==> config.mk <==
export PLATFORM = sky130hd
export DESIGN_NAME = pipelined_array_multiplier
export DESIGN_NICKNAME = d
export VERILOG_FILES = /design/src/rtl/pipelined_array_multiplier.sv
export SDC_FILE = /design/constraint.sdc
export NUM_CORES = 1
export LEC_CHECK = 0
export ABC_AREA = 1
export CORE_ASPECT_RATIO = 0.5
export CORE_UTILIZATION = 35
export CTS_BUF_LIST = sky130_fd_sc_hd__clkbuf_4
export DETAILED_ROUTE_END_ITERATION = 10
export PLACE_DENSITY_LB_ADDON = 0.08
export SYNTH_ARGS = -nofsm -noshare
export SYNTH_HDL_FRONTEND = slang
export SYNTH_SLANG_ARGS = --single-unit
==> constraint.sdc <==
create_clock -name clock -period 3.06 [get_ports clock]
set_input_delay 0.918 -clock clock [delete_from_list [all_inputs] [get_ports clock]]
set_output_delay 0.918 -clock clock [all_outputs]
set_load 0.05 [all_outputs]
==> src/rtl/pipelined_array_multiplier.sv <==
// pipelined_array_multiplier
// Streaming shift-and-add multiplier that retires BITS_PER_STAGE multiplier
// bits per pipeline stage and produces the full 2*WIDTH-bit product. It has
// valid/ready handshakes, whole-pipeline backpressure and a pass-through tag.
// Optional feature macro: PIPELINED_ARRAY_MULT_SIGNED_EN
//   defined   -> in_signed selects two's complement operation per operand pair
//   undefined -> unsigned only; in_signed is ignored and not stored
module pipelined_array_multiplier #(
    parameter int WIDTH          = 8,
    parameter int BITS_PER_STAGE = 1,
    parameter int TAG_WIDTH      = 4
) (
    input  logic                   clock,
    input  logic                   reset_n,
    input  logic                   in_valid,
    output logic                   in_ready,
    input  logic [WIDTH-1:0]       in_x,
    input  logic [WIDTH-1:0]       in_y,
    input  logic                   in_signed,
    input  logic [TAG_WIDTH-1:0]   in_tag,
    output logic                   out_valid,
    input  logic                   out_ready,
    output logic [2*WIDTH-1:0]     out_p,
    output logic [TAG_WIDTH-1:0]   out_tag
);

    localparam int STAGES = WIDTH / BITS_PER_STAGE;
    localparam int PW     = 2 * WIDTH;

    // Reject configurations that cannot be built.
    if (WIDTH < 2) begin : g_bad_width
        $error("pipelined_array_multiplier: WIDTH must be >= 2");
    end
    if (TAG_WIDTH < 1) begin : g_bad_tag
        $error("pipelined_array_multiplier: TAG_WIDTH must be >= 1");
    end
    if (BITS_PER_STAGE < 1) begin : g_bad_bps
        $error("pipelined_array_multiplier: BITS_PER_STAGE must be >= 1");
    end else if (WIDTH % BITS_PER_STAGE != 0) begin : g_bad_div
        $error("pipelined_array_multiplier: BITS_PER_STAGE must divide WIDTH");
    end

    // Adds the partial products for multiplier bits [first_bit +: BITS_PER_STAGE].
    // In signed mode the MSB of x carries weight -2^(WIDTH-1), so its partial
    // product is subtracted; everything wraps modulo 2^PW.
    function automatic logic [PW-1:0] add_partials(
        input logic [WIDTH-1:0] x,
        input logic [PW-1:0]    y_ext,
        input logic             sgn,
        input int               first_bit,
        input logic [PW-1:0]    sum
    );
        logic [PW-1:0] acc;
        acc = sum;
        for (int j = 0; j < BITS_PER_STAGE; j++) begin
            if (x[first_bit + j]) begin
                if (sgn && (first_bit + j == WIDTH - 1))
                    acc = acc - (y_ext << (first_bit + j));
                else
                    acc = acc + (y_ext << (first_bit + j));
            end
        end
        return acc;
    endfunction

    // Stage registers; index k holds stage s(k+1).
    logic [STAGES-1:0]    st_valid;
    logic [WIDTH-1:0]     st_x   [STAGES];
    logic [PW-1:0]        st_y   [STAGES];
    logic [TAG_WIDTH-1:0] st_tag [STAGES];
    logic [PW-1:0]        st_sum [STAGES];

    // Values each stage loads on advance, and its updated partial sum.
    logic [STAGES-1:0]    src_valid;
    logic [WIDTH-1:0]     src_x   [STAGES];
    logic [PW-1:0]        src_y   [STAGES];
    logic [TAG_WIDTH-1:0] src_tag [STAGES];
    logic [PW-1:0]        src_sum [STAGES];
    logic [PW-1:0]        nxt_sum [STAGES];
    logic [STAGES-1:0]    src_sgn;

    logic [PW-1:0] in_y_ext;
    logic          advance;

`ifdef PIPELINED_ARRAY_MULT_SIGNED_EN
    logic [STAGES-1:0] st_sgn;

    assign in_y_ext = in_signed ? {{WIDTH{in_y[WIDTH-1]}}, in_y}
                                : {{WIDTH{1'b0}}, in_y};
`else
    logic unused_in_signed;

    assign unused_in_signed = in_signed;
    assign in_y_ext         = {{WIDTH{1'b0}}, in_y};
`endif

    // Stage k is fed by the inputs (k = 0) or by the previous stage.
    for (genvar k = 0; k < STAGES; k++) begin : g_stage
        if (k == 0) begin : g_first
            assign src_valid[k] = in_valid;
            assign src_x[k]     = in_x;
            assign src_y[k]     = in_y_ext;
            assign src_tag[k]   = in_tag;
            assign src_sum[k]   = '0;
`ifdef PIPELINED_ARRAY_MULT_SIGNED_EN
            assign src_sgn[k]   = in_signed;
`else
            assign src_sgn[k]   = 1'b0;
`endif
        end else begin : g_next
            assign src_valid[k] = st_valid[k-1];
            assign src_x[k]     = st_x[k-1];
            assign src_y[k]     = st_y[k-1];
            assign src_tag[k]   = st_tag[k-1];
            assign src_sum[k]   = st_sum[k-1];
`ifdef PIPELINED_ARRAY_MULT_SIGNED_EN
            assign src_sgn[k]   = st_sgn[k-1];
`else
            assign src_sgn[k]   = 1'b0;
`endif
        end
        assign nxt_sum[k] = add_partials(src_x[k], src_y[k], src_sgn[k],
                                         k * BITS_PER_STAGE, src_sum[k]);
    end

    // The whole pipeline moves together unless the output is held.
    assign advance   = out_ready | ~st_valid[STAGES-1];
    assign in_ready  = advance;
    assign out_valid = st_valid[STAGES-1];
    assign out_p     = st_sum[STAGES-1];
    assign out_tag   = st_tag[STAGES-1];

    // Shift every stage forward on advance; hold everything otherwise.
    always_ff @(posedge clock or negedge reset_n) begin
        if (!reset_n) begin
            // NOTE: stage data is reset as well as the valid bits, because
            // out_p/out_tag must read zero during and straight after reset.
            st_valid <= '0;
            for (int k = 0; k < STAGES; k++) begin
                st_x[k]   <= '0;
                st_y[k]   <= '0;
                st_tag[k] <= '0;
                st_sum[k] <= '0;
            end
`ifdef PIPELINED_ARRAY_MULT_SIGNED_EN
            st_sgn <= '0;
`endif
        end else if (advance) begin
            // NOTE: non-blocking updates let every stage read the previous
            // stage's old value, which is what makes this a shift.
            st_valid <= src_valid;
            for (int k = 0; k < STAGES; k++) begin
                st_x[k]   <= src_x[k];
                st_y[k]   <= src_y[k];
                st_tag[k] <= src_tag[k];
                st_sum[k] <= nxt_sum[k];
            end
`ifdef PIPELINED_ARRAY_MULT_SIGNED_EN
            st_sgn <= src_sgn;
`endif
        end
    end

endmodule
# Word level (Yosys, flattened, before mapping)
# Cells that the tools add are included.
[word_totals] ramBits=0 mem_bits_ro=0 latchBits=0 wordCells=48 in_bits=25 register_bits=280 memories=0 out_inout_bits=22
[op_classes] bitwise_logic=2 n_div=0 shifts=0 eq_ne=0 magnitude_cmp=0 multipliers=0 n_mux=8 n_reduce_logical=0 add_sub_neg=7
[ops] op="2-to-1 mux 16 bit" count=7
[ops] op="adder 16 x 10 -> 16 bit" count=1
[ops] op="adder 16 x 11 -> 16 bit" count=1
[ops] op="adder 16 x 12 -> 16 bit" count=1
[ops] op="adder 16 x 13 -> 16 bit" count=1
[ops] op="adder 16 x 14 -> 16 bit" count=1
[ops] op="adder 16 x 15 -> 16 bit" count=1
[ops] op="adder 16 x 9 -> 16 bit" count=1
[ops] op="2-to-1 mux 8 bit" count=1
[ops] op="inverter 1 bit" count=1
[ops] op="bitwise OR 1 bit" count=1

# Depth between registers and ports, before layout
# Gate-level depths: netlist of the first run.
[logic_depth] word_depth=2 mapped_depth=12

# Least setup slack after synthesis of the first run
# Ideal clock, no wire load.
[synth_path] path_type="input to output" from="input port out_ready" to="output port in_ready" required_ns=2.142 arrival_time_ns=1.532 path_buffers=2 path_slack_ns=0.610 stages=4 path_cell_list="nor2_4 -> inv_2 -> buf_2 -> buf_2"
[synth_between] elab_chain_cells=1
[synth_lines] item="start: declaration" line_no="22" source="input logic out_ready,"
[synth_lines] item="bitwise OR 1 bit" line_no="127" source="assign advance = out_ready | ~st_valid[STAGES-1];"
[synth_lines] item="end: declaration" line_no="16" source="output logic in_ready,"
# Every way passes these cells.

# Worst setup path in the final report of the first run
[layout_path] from="register st_sum (netlist bit out_p[15])" to="output port out_p[15]"
[layout_lines] item="start: declaration" line_no="71" source="logic [PW-1:0] st_sum [STAGES];"
[layout_lines] item="start signal: indexed assignment" line_no="156" source="st_sum[k] <= nxt_sum[k];"
[layout_lines] item="end: declaration" line_no="23" source="output logic [2*WIDTH-1:0] out_p,"
# No word-level cell between the ends.

==> results of run 1 <==
==> power by group through the flow <==
| stage | Clock, uW | Combinational [uW] | Sequential [uW] |
|---|---|---|---|
| finish | 2540 | 6760 | 5250 |
| global route | 2800 | 7870 | 5450 |
| CTS | 2660 | 6830 | 5270 |
| detailed placement | 0 | 6780 | 5320 |
| global placement | 0 | 6650 | 5300 |
| floorplan | 0 | 4980 | 5350 |
==> final cells by class <==
| type | count | share of cell area, % |
|---|---|---|
| tap | 432 | 4.13 |
| antenna | 1 | 0.0191 |
| multi-input combinational | 1101 | 39.6 |
| clock inverter | 12 | 0.612 |
| timing repair buffer | 54 | 4.46 |
| inverter | 137 | 3.97 |
| clock buffer | 80 | 4.59 |
| sequential | 223 | 42.7 |
==> flip-flops by register name, summed over array words and instances, names as in the netlist <==
signal	flops
out_p	16
out_tag	4
src_sum	83
src_tag	28
src_x	28
src_y	56
st_valid	8
==> final timing paths <==
kind	start	endpoint	slack [ns]
max in group asynchronous	reset_n	st_valid[7]	2.10
worst min register to register	src_sum[35]	src_sum[19]	0.47
worst max-delay path	out_p[15]	out_p[15]	0.26
worst min-delay path	reset_n	src_y[70]	0.22
min in group clock	src_sum[35]	src_sum[19]	0.47
worst max register to register	src_y[48]	src_sum[40]	1.15
==> metrics by stage <==
step,worst slack [ns],hold WS (ns),std cells
after global routing,0.136,0.205,2040
after global placement,0.270,0.449,1947
after CTS,0.154,0.177,2039
after floorplan,0.610,0.440,1515
final,0.257,0.219,2040
after detailed placement,0.268,0.451,1947
==> cell usage after synthesis <==
cell type,instances
o22ai_1,4
o21ai_0,65
inv_2,1
a31oi_1,14
dfrtp_1,223
nand3b_1,7
nor2_1,83
o21ai_1,8
o21a_1,7
clkbuf_1,14
nand2_1,687
nor2_4,1
fa_1,7
a21oi_1,51
buf_1,1
or2_2,7
inv_1,135
nand4_1,8
and2_1,6
o211ai_1,2
a21o_1,6
nand3_1,83
buf_2,39
clkinv_1,1
ha_1,55
==> per-layer routing <==
metal	GRT usage (%)	share of wire (%)
met4	5.46	2.1
met3	3.63	3.9
met1	21.5	50
met2	26.0	44
met5	0	0
==> layout by cell type, fill, tap and decap left out <==
master           count
buf_8                1
a21oi_1             51
inv_1              135
bufinv_16            1
a31oi_1             14
nand3b_1             7
ha_1                55
o21ai_1              8
nand2_1            687
nand4_1              8
nor2_1              83
o22ai_1              4
diode_2              1
o211ai_1             2
buf_12               5
clkinvlp_4           1
nor2_4               1
dfrtp_1            223
o21a_1               7
a21o_1               6
nand3_1             83
clkinv_1            10
fa_1                 7
or2_2                7
o21ai_0             65
clkdlybuf4s50_1     43
buf_4                5
clkbuf_4            80
inv_6                2
and2_1               6
==> cell families (layout without fill, tap and decap cells) <==
family          Yosys count  after routing
flops                   223            223
simple gates            882            882
compound gates          157            157
other cells               0              1
buf+inv                 191            283
fa+ha+maj                62             62
==> reports/qor.txt, run 1 <==
WL final - 26.0 mm
First-pass GRT wire length - 44.9 mm
H-tree levels - 2
Total Neg Setup Slack - 0 ns
Synth Area in Simple Gates - 30.4%
Hold Vio Cnt, Final - 0
# DRC - 0
Die Wd - 259 um
Final min period - 2.80 ns
WP data arrival - 1.88 ns
Max-cap viol count - 0
Inserted Clock Buffers - 55
Crit end category - primary output
Tot GR Track Use - 16.1%
IO Port Bufs - 45
Worst-Margin Slew - 0.952 ns
Final period util - 91.6%
Avg WL per Cell - 12.8 um
Pre-antenna DRT Iters - 5
Layout area overhead - 13.5%
Hold WC Path Type - primary input to asynchronous set/reset pin
Fillers - 3,341
Post-Syn Instances - 1,515
Leakage - 0.00698 uW
Xor and xnor fraction of the mapped netlist area - 0%
Distinct cells, synth - 25
Largest net degree at the start of global routing - 224
Initial DRC count - 439
Tot Pwr - 14,600 uW
Combinational fraction of design power - 46.5%
Critical-path cell list - clkdlybuf4s50_1
Cell internal pwr - 7980 uW
Ys Warns - 0
FF+latch count, synth - 223
DPL Wire Length - 16.7 mm
Final clock skew - 0.0387 ns
Reg area - 5580 um^2
Compound-gate portion of the synthesized area - 7.34%
Gpl congestion - 0.900
Crit path depth - 1
Post-place instance area - 12,400 um^2
Req. time, crit path - 2.14 ns
Pins Over Slew Limit - 0
Final Instance Area - 13,100 um^2
Area share of the largest cell type after synthesis - 48.4%
Status - finished, final reports clean
Mux share of post-synthesis cell area - 0%
Final ANT Viol Nets - 0
Full die area - 33,700 um^2
Share of layout cells above drive strength 1 - 6.41%
Sw Pwr - 6570 uW
Root Buffer - clkbuf_4
Initial antenna violation count - 1
Reg power frac - 36.1%
Multi-input gate area - 5170 um^2
Fin nets - 1,659
Top delay family on crit path - buffers and inverters
Synth area leaders - dfrtp_1 48%, nand2_1 22%, ha_1 6.0%, inv_1 4.4%, nand3_1 3.6%
Combinational family with the most area after synthesis - simple AND/OR/NAND/NOR gates
Number of global-route vias before repair - 9,613
CP max stage cell - clkdlybuf4s50_1
WP buf/inv - 1
CTS tree - done
Adder-cell share of the synthesized area - 7.19%
Syn avg cell area - 7.60 um^2
Post-Syn Area - 11,500 um^2
Routed vias/inst - 4.66
Clock network power share - 17.5%
Max incr delay on CP - 0.82 ns
Seq/Total Area, Yosys - 48.4%
Clk pin slew, worst setup/hold paths - 0.07 ns
Unrepaired setup endpoints after global routing - no
Final core utilization - 40.9%
GRT overflow - 0
CORE AREA - 32,000 um^2
Critical path startpoint category - register
Initial Util - 36.0%
Crit path max fanout - 2
R2R depth - 12
Critical path class - register to primary output
FP Rows - 46
Cell taking the most area after synthesis - dfrtp_1
PD cells - 1110 nW/um^2
Via count - 9,505
Die Y-Extent - 130 um
Post-CTS Setup Repair Bufs - 0
Clock Sinks - 223
Sw Share - 45.2%
Net count after synthesis - 1,602
Worst-Skew Late Latency - 0.72 ns
Hold_buf cts - 0
PostCTS Resize Cnt - 0
Relative slew slack - 36.5%
# IOs - 47
Clock Path Buffers - 3
VDD IR-drop max - 0.000488 V
Setup violations, final - 0
Max Freq - 357 MHz
Power figures use the tool's default switching activity.
==> run 2: changes to the inputs <==
--- a/config.mk
+++ b/config.mk
@@ -6,6 +6,7 @@
 export NUM_CORES = 1
 export LEC_CHECK = 0
 export ABC_AREA = 1
+export ABC_CLOCK_PERIOD_IN_PS = 3060
 export CORE_ASPECT_RATIO = 0.5
 export CORE_UTILIZATION = 35
 export CTS_BUF_LIST = sky130_fd_sc_hd__clkbuf_4
==> results of run 2 <==
Same layout as run 1: the final DEF is identical, and so are final timing and power.
==> run 3: changes to the inputs <==
--- a/config.mk
+++ b/config.mk
@@ -6,7 +6,7 @@
 export NUM_CORES = 1
 export LEC_CHECK = 0
 export ABC_AREA = 1
-export ABC_CLOCK_PERIOD_IN_PS = 3060
+export ABC_CLOCK_PERIOD_IN_PS = 2700
 export CORE_ASPECT_RATIO = 0.5
 export CORE_UTILIZATION = 35
 export CTS_BUF_LIST = sky130_fd_sc_hd__clkbuf_4
==> constraint.sdc (replaced) <==
create_clock -name clock -period 2.7 [get_ports clock]
set_input_delay 0.81 -clock clock [delete_from_list [all_inputs] [get_ports clock]]
set_output_delay 0.81 -clock clock [all_outputs]
set_load 0.05 [all_outputs]
==> run 3 against run 2 <==
Compared with the run above: routed wire length hardly changed; global-route usage is 0.081 points lower; via count is 0.99% higher; setup slack worse by 0.077 ns; non-clock buffer count is 8 higher; core utilization is 0.23 points higher; combinational power is 13% higher; power is 13% higher; sequential power is 13% higher.
==> reports/qor.txt, run 3 (synthesized netlist as in run 1, its figures left out) <==
Largest net degree at the start of global routing - 129 (-42%)
Req. time, crit path - 1.89 ns (-0.25 ns)
Leakage - 0.00709 uW (+1.6%)
Worst-Skew Late Latency - 0.71 ns (about the same)
Clock network power share - 17.4% (about the same)
WP buf/inv - 3 (+2)
Final core utilization - 41.1% (+0.23 points)
Share of layout cells above drive strength 1 - 7.06% (+0.65 points)
Clk pin slew, worst setup/hold paths - 0.07 ns (about the same)
FF-to-FF setup slack - 0.80 ns (-0.35 ns)
Initial antenna violation count - 1 (unchanged)
WP data arrival - 1.71 ns (-0.17 ns)
Initial DRC count - 615 (+40%)
Die Y-Extent - 130 um (unchanged)
Setup violations, final - 0 (unchanged)
Total Neg Setup Slack - 0 ns (unchanged)
First-pass GRT wire length - 44.7 mm (-0.47%)
Max-cap viol count - 0 (unchanged)
Final clock skew - 0.0422 ns (+0.00349 ns)
Worst Setup EP - in_ready
IO Port Bufs - 45 (unchanged)
Fin nets - 1,668 (+0.54%)
Inserted Clock Buffers - 56 (+1.8%)
Hold WC Path Type - register to register
Crit path from - out_ready
CORE AREA - 32,000 um^2 (unchanged)
Max Freq - 397 MHz
Unrepaired setup endpoints after global routing - no
Max incr delay on CP - 0.44 ns (-0.38 ns)
# IOs - 47 (unchanged)
Most common cell after layout, fill and taps aside - nand2_1
Layout area overhead - 14.2%
GRT overflow - 0 (unchanged)
Post-CTS Setup Repair Bufs - 0 (unchanged)
Clock Sinks - 223 (unchanged)
Pre-antenna DRT Iters - 5 (unchanged)
PD cells - 1250 nW/um^2 (+12%)
Via count - 9,599 (+0.99%)
Critical path startpoint category - primary input
Top delay family on crit path - buffers and inverters
Number of global-route vias before repair - 9,545 (-0.71%)
Final ANT Viol Nets - 0 (unchanged)
Cell internal pwr - 9000 uW (+13%)
Relative slew slack - 62.8% (+26 points)
Initial Util - 36.0% (unchanged)
Routed vias/inst - 4.69 (+0.64%)
Crit path max fanout - 2 (unchanged)
Final min period - 2.52 ns
Worst-Margin Slew - 0.558 ns (-0.395 ns)
Tot GR Track Use - 16.0% (-0.081 points)
Full die area - 33,700 um^2 (unchanged)
VDD IR-drop max - 0.000405 V (-17%)
WL final - 26.1 mm (about the same)
Reg-to-reg startpoint - src_y[48]
Pins Over Slew Limit - 0 (unchanged)
Sw Pwr - 7470 uW (+14%)
Worst r2r dst - src_sum[40]
Combinational fraction of design power - 46.5% (about the same)
Final period util - 93.3%
Gpl congestion - 0.928 (+3.2%)
Largest register FFs - 83 (unchanged)
Critical-path cell list - clkdlybuf4s50_1 > nor2_4 > inv_6 > buf_4
# DRC - 0 (unchanged)
Critical path class - primary input to primary output
Reg power frac - 36.1% (about the same)
Die Wd - 259 um (unchanged)
Root Buffer - clkbuf_4
R2R depth - 12 (unchanged)
Sw Share - 45.3% (+0.18 points)
CP max stage cell - clkdlybuf4s50_1
Avg WL per Cell - 12.7 um (-0.24%)
Leading cell types in the layout, fill and taps excluded - 687 x nand2_1, 223 x dfrtp_1, 135 x inv_1
Clock Path Buffers - 3 (unchanged)
CTS tree - done
Crit path depth - 4 (+3)
Hold Vio Cnt, Final - 0 (unchanged)
DPL Wire Length - 17.3 mm (+3.7%)
H-tree levels - 2 (unchanged)
Crit end category - primary output
Tot Pwr - 16,500 uW (+13%)
FP Rows - 46 (unchanged)
Status - finished, final reports clean
==> run 3: repair_timing <==
| action | 4_1_cts | 5_1_grt |
|---|---|---|
| setup endpoints to repair | 21 | 0 |
| gates resized for setup | 21 | 0 |
| endpoints found under the hold margin | 4 | 0 |
| hold buffers | 1 | 0 |
==> run 3: worst min-delay path by stage <==
stage	startpoint	to	cells past startpoint
6_report	src_sum[51]	src_sum[35]	2
5_1_grt	st_valid[6]	st_valid[7]	1
4_1_cts	src_sum[51]	src_sum[35]	2
3_5_place_dp	st_valid[6]	st_valid[7]	1
3_3_place_gp	st_valid[6]	st_valid[7]	1
2_1_floorplan	st_valid[6]	st_valid[7]	1
==> run 3: routing by layer <==
metal	vias to the layer above	share of wire (%)	global-route usage [%]
met2	154	45	26.6
met3	48	4.2	3.67
met1	4475	49	21.0
met5	-	0	0
li1	4922	-	-
met4	0	1.8	4.98
==> run 3: metrics by stage <==
step / instance area (um^2) / cells / setup slack (ns) / hold slack, ns
6_report: 13200 / 2047 / 0.180 / 0.455
5_1_grt: 13200 / 2047 / 0.132 / 0.482
4_1_cts: 13200 / 2046 / 0.158 / 0.461
3_5_place_dp: 12500 / 1954 / 0.168 / 0.451
3_3_place_gp: 12500 / 1954 / 0.161 / 0.451
2_1_floorplan: 11500 / 1515 / 0.466 / 0.440
==> run 3: layout make-up <==
cell class,instances,area [um^2]
antenna,1,2.50
sequential,223,5580
clock inverter,11,81.3
timing repair buffer,62,657
tap,432,541
fill,3375,18800
multi-input combinational,1101,5170
clock buffer,80,601
inverter,137,519
==> run 3: tightest hold or removal path: cells and delay by family, from the launching register on <==
kind	cells	cell delay, ns
AND/OR/NAND/NOR	2	0.09
flip-flops	1	0.34
==> run 3: power groups by stage <==
| stage | combinational (uW) | sequential, uW | clock [uW] |
|---|---|---|---|
| 2_1_floorplan | 5650 | 6060 | 0 |
| 3_3_place_gp | 7580 | 5990 | 0 |
| 3_5_place_dp | 7750 | 6020 | 0 |
| 4_1_cts | 7710 | 5960 | 3030 |
| 5_1_grt | 8890 | 6150 | 3180 |
| 6_report | 7650 | 5940 | 2870 |
